`config.mk`:
```
export PLATFORM = sky130hd
export DESIGN_NAME = run_result_slot
export DESIGN_NICKNAME = d
export VERILOG_FILES = /design/src/rtl/run_chk_pkg.sv /design/src/rtl/run_result_slot.sv
export SDC_FILE = /design/constraint.sdc
export NUM_CORES = 1
export LEC_CHECK = 0
export ABC_CLOCK_PERIOD_IN_PS = 1600
export CAP_MARGIN = 25
export CORE_AREA = 2 2 39 41
export DETAILED_ROUTE_END_ITERATION = 6
export DIE_AREA = 0 0 41 43
export GPL_TIMING_DRIVEN = 0
export SLEW_MARGIN = 20
export SYNTH_ARGS = -nofsm -noshare
export SYNTH_HDL_FRONTEND = slang
export SYNTH_SLANG_ARGS = --single-unit
```
`constraint.sdc`:
```
create_clock -name clk -period 1.6 [get_ports clk]
set_clock_uncertainty 0.2 [all_clocks]
set_input_delay 0.24 -clock clk [delete_from_list [all_inputs] [get_ports clk]]
set_output_delay 0.24 -clock clk [all_outputs]
set_load 0.05 [all_outputs]
```
`src/rtl/run_chk_pkg.sv`:
```
// Shared types and helpers for the run-pattern checker.
// Holds the tracker state encoding, default widths and the pattern successor rule.
package run_chk_pkg;

   typedef enum logic [0:0] {StIdle, StRun} run_state_e;

   localparam int unsigned VW_DEF  = 3;
   localparam int unsigned LW_DEF  = 4;
   localparam int unsigned CW_DEF  = 8;
   localparam int unsigned LEN_MAX = (2 ** LW_DEF) - 1;

   // Successor in the run pattern: the top value wraps back to 1, never to 0.
   function automatic int unsigned nxt_val(input int unsigned v, input int unsigned vw);
      return (v == (2 ** vw) - 1) ? 1 : v + 1;
   endfunction

endpackage

```
`src/rtl/run_result_slot.sv`:
```
// Single-entry valid/ready holding register for completed-run results.
// A result arriving while the slot is full and not being popped is dropped and flagged.
module run_result_slot
   import run_chk_pkg::*;
#(
   parameter int unsigned VW = VW_DEF,
   parameter int unsigned LW = LW_DEF
) (
   input  logic          clk,
   input  logic          rst,
   input  logic          load,
   input  logic [VW-1:0] res_value,
   input  logic [LW-1:0] res_len,
   input  logic          res_ok,
   input  logic          out_ready,
   output logic          out_valid,
   output logic [VW-1:0] out_value,
   output logic [LW-1:0] out_len,
   output logic          out_ok,
   output logic          drop
);

   assign drop = load & out_valid & ~out_ready;

   always_ff @(posedge clk or posedge rst) begin
      if (rst) begin
         out_valid <= 1'b0;
         out_value <= '0;
         out_len   <= '0;
         out_ok    <= 1'b0;
      end else if (load && (!out_valid || out_ready)) begin
         // Empty, or popped this same cycle: the new result takes the slot.
         out_valid <= 1'b1;
         out_value <= res_value;
         out_len   <= res_len;
         out_ok    <= res_ok;
      end else if (out_valid && out_ready) begin
         out_valid <= 1'b0;
      end
   end

endmodule

```
### Word level (Yosys, flattened, before mapping)

Cells that the tools add are included.

* register bits: 9
* bits of input ports: 12
* output and inout bits: 10
* word-level logic and storage cells: 14

* multiplexer cells: 2
* bitwise gates (word level): 3
* reductions and logical operators: 5

Operators with widths (number)
* $and A1 B1 Y1: 2
* $logic_and A1 B1 Y1: 2
* $mux W1: 2
* $reduce_bool A2 Y1: 1
* $logic_not A1 Y1: 1
* $logic_or A1 B1 Y1: 1
* $not A1 Y1: 1

### Depth between registers and ports, before layout

* depth after elaboration: 4
* gate-level depth with buffers: 3
* gate-level depth less buffers: 3

### Worst setup path after synthesis

Ideal clock, no wire load.

* kind: register to output
* start: register out_valid
* end: output drop
* data arrival time: 1422 ps
* required time: 1160 ps
* path slack: -262 ps
* cell stages (with the launch flop): 3
* path buffers: 0
* cell sequence: dfrtp_1 -> nand2b_4 -> nor2_1

* word-level cells in the longest chain between the ends: 2

RTL lines
* start: declaration: line run_result_slot.sv:16 `output logic out_valid,`
* start signal: assignment: line run_result_slot.sv:27 `out_valid <= 1'b0;`
* start signal: assignment: line run_result_slot.sv:33 `out_valid <= 1'b1;`
* start signal: assignment: line run_result_slot.sv:38 `out_valid <= 1'b0;`
* $and A1 B1 Y1 (2 in series): line run_result_slot.sv:23 `assign drop = load & out_valid & ~out_ready;`
* end: declaration: line run_result_slot.sv:20 `output logic drop`

Every way passes these cells.

### Worst setup path in the final report

* start: input load
* end: output drop

* word-level cells in the longest chain between the ends: 2

RTL lines
* start: declaration: line run_result_slot.sv:11 `input logic load,`
* $and A1 B1 Y1 (2 in series): line run_result_slot.sv:23

Every way passes these cells.

==> impl_metrics.csv <==
group,metric,value,unit
timing,tns,0,ns
cells_and_area,register_area,225,um2
routing,avgRoutedWirePerCell,11.5,um
place,portBuffers,21,
synth,synth-edff-count,0,
routing,antenna_left,0,
clock_tree,postCtsSetupBuffers,0,
synth,yosys-top-cells-count,"dfrtp_1 (9), mux2_4 (8), inv_1 (2)",
routing,via_per_inst,4.09,
place,placed_area,623,um2
floorplanning,die_area,0.00176,mm2
clock_tree,cts.clk_slew.worst_paths,0.06,ns
routing,drt_pass1_iterations,3,
worst_setup_path,worstPathRequired,1.16,ns
global_route,grt_max_degree,10,
synth,yosys_warnings,0,
flow_run,drv_cap,0,
synth,ys_seq_elements,9,
synth,synth.distinct_cells,7,
synth,yosys-top-cells-area,"dfrtp_1 (58%), mux2_4 (31%), nand2b_4 (3.6%)",
clock_tree,clockBufferDepth,2,
timing,finalSetupViolations,0,
pwr,power_density,1110,mW/mm2
synth,synth_fa_ha_area_share,0,%
global_route,grt_pass1_wl,1310,um
outcome,status,"finished clean",
synth,synth_compound_area_share,0,%
synth,synthMuxAreaShare,31.2,%
timing,fmax,642,MHz
place,post-dp-hpwl,586,um
synth,syn_area,385,um2
synth,synth_xor_area_share,0,%
synth,seq_area_frac_synth,58.4,%
floorplanning,io-pin-count,22,
worst_setup_path,worstSetupPathType,"in2out",
cells_and_area,final_cell_area,646,um2
worst_setup_path,cp_cell_sequence,"clkdlybuf4s50_1, inv_1, nor2_4, buf_6",
timing,worstMarginPinSlew,0.499,ns
clock_tree,htreeDepth,1,
timing,fin_crit,1.56,ns
cells_and_area,final_net_count,61,
synth,synth_top_area_share,58.4,%
synth,avgSynthCellArea,16.8,um2
worst_setup_path,cp_max_fo,2,
synth,synth_ff_type,"dfrtp_1",
min_path,hold_path_class,"in2async",
floorplanning,fp.coreArea,0.00138,mm2
clock_tree,clkSinkCount,9,
clock_tree,cts_tree,"built",
place,place_ws,-0.586,ns
pwr,p_leak,0.000310,uW
floorplanning,die_h,43,um
worst_setup_path,reg2reg_from,"out_valid$_DFFE_PP0P_",
floorplanning,start_util,27.8,%
worst_setup_path,rr_worst_depth,3,
pwr,p_total,716,uW
cells_and_area,area_growth,67.5,%
synth,synth_top_family_by_area,"multiplexers",
worst_setup_path,arrival,1.12,ns
floorplanning,num_rows,14,
global_route,antenna_found_initial,0,
clock_tree,cts_buffers,3,
worst_setup_path,startpoint,"load",
cells_and_area,multi_input_area,160,um2
cells_and_area,diodes,0,
synth,ys_async_sr_fraction,100,%
synth,yosys.area.top_type,"dfrtp_1",
cells_and_area,filler_cell_count,122,
timing,worst_slack,0.0419,ns
global_route,grt_overflow,0,
synth,syn-num-nets,35,
synth,post-synth-top-count-cell,"dfrtp_1",
worst_setup_path,r2r_end,"out_value[0]$_DFFE_PP0P_",
global_route,grt_pass1_vias,286,
synth,syn_inst,23,
synth,synthSimpleGateAreaFrac,8.44,%
worst_setup_path,startpoint_type,"primary input",
routing,wirelength,737,um
routing,dr.first_iter.drc_count,2,
worst_setup_path,cp_slowest_cell,"clkdlybuf4s50_1",
timing,hold_viol,0,
worst_setup_path,slowest_delay,0.52,ns
pwr,ir_drop,522,uV
timing,slew_headroom,66.9,%
timing,finalMaxSlewViolations,0,
clock_tree,clk_latency,0.25,ns
place,gp_congestion,0.690,
timing,rsz0062_at_grt,"false",
routing,drc_errors,0,
clock_tree,root_buffer,"clkbuf_4",
worst_setup_path,regToRegSetupSlack,0.32,ns
timing,fin_crit_sh,97.4,%
floorplanning,die_x,41,um
worst_setup_path,cp-end-kind,"output port",
routing,via_count,262,
cells_and_area,drive_gt1_share,33.3,%
global_route,grt.total_usage,11.4,%
## worst max-delay path: cells and delay by family
kind	cells	cell delay [ns]
buffers and inverters	3	0.77
AND/OR/NAND/NOR	1	0.11
## layer usage
metal	routed length, um	global-route usage (%)	share of wire, %
met5	0	0	0
met1	289	14.4	39
met2	390	15.9	53
met4	0	6.00	0
met3	56	4.71	7.6
## worst max path at each step
stage                             end  slack, ns  depth (start not counted)
2_1_floorplan  out_len[0]$_DFFE_PP0P_       0.04                          3
3_3_place_gp                     drop      -0.58                          4
3_5_place_dp                     drop      -0.59                          4
4_1_cts                     out_valid      0.005                          1
5_1_grt                  out_value[1]     0.0007                          1
6_report                         drop       0.04                          4
## layout by cell type, fill, tap and decap left out, drive strengths merged
cell type,count
clkdlybuf4s50,11
dfrtp,9
mux2,8
clkdlybuf4s15,8
clkbuf,5
inv,2
nand2,2
nand2b,1
nor2,1
buf,1
## state kept, by name, indices dropped and copies added, names as in the netlist
name,cells
out_value,3
out_ok,1
out_len,4
out_valid,1
## kinds of logic (layout without fill, tap and decap cells)
family                 after synthesis  in the layout
DFF                                  9              9
muxes                                8              8
buffers and inverters                2             27
and+or+nand+nor                      4              4
## area by class of cell
class	instances	share of cell area (%)
inverters	2	1.16
clock buffers	4	4.07
flip-flops and latches	9	34.9
multi-input cells	12	24.8
well taps	16	3.10
repair buffers	21	32.0
## metrics by stage
stage / util [%] / hold slack (ns) / instances
finish: 46.7 / 0.0553 / 64
global placement: 45.0 / 0.291 / 60
CTS: 46.0 / 0.0665 / 64
global route: 46.7 / 0.0791 / 64
floorplan: - / -0.132 / 23
detailed placement: 45.0 / 0.295 / 60
## timing repair
item	in CTS	in global routing
setup endpoints to repair	10	10
resized for setup	16	10
hold buffers	0	0
## where the power goes
group | switching (uW) | total, uW | internal, uW | leakage (uW)
registers | 16.9 | 276 | 259 | 0.000104
clock network | 72.6 | 168 | 95.7 | 0.0000150
logic | 162 | 271 | 109 | 0.000190
total | 252 | 716 | 464 | 0.000310
No activity file was read; power rests on OpenSTA's default activity.
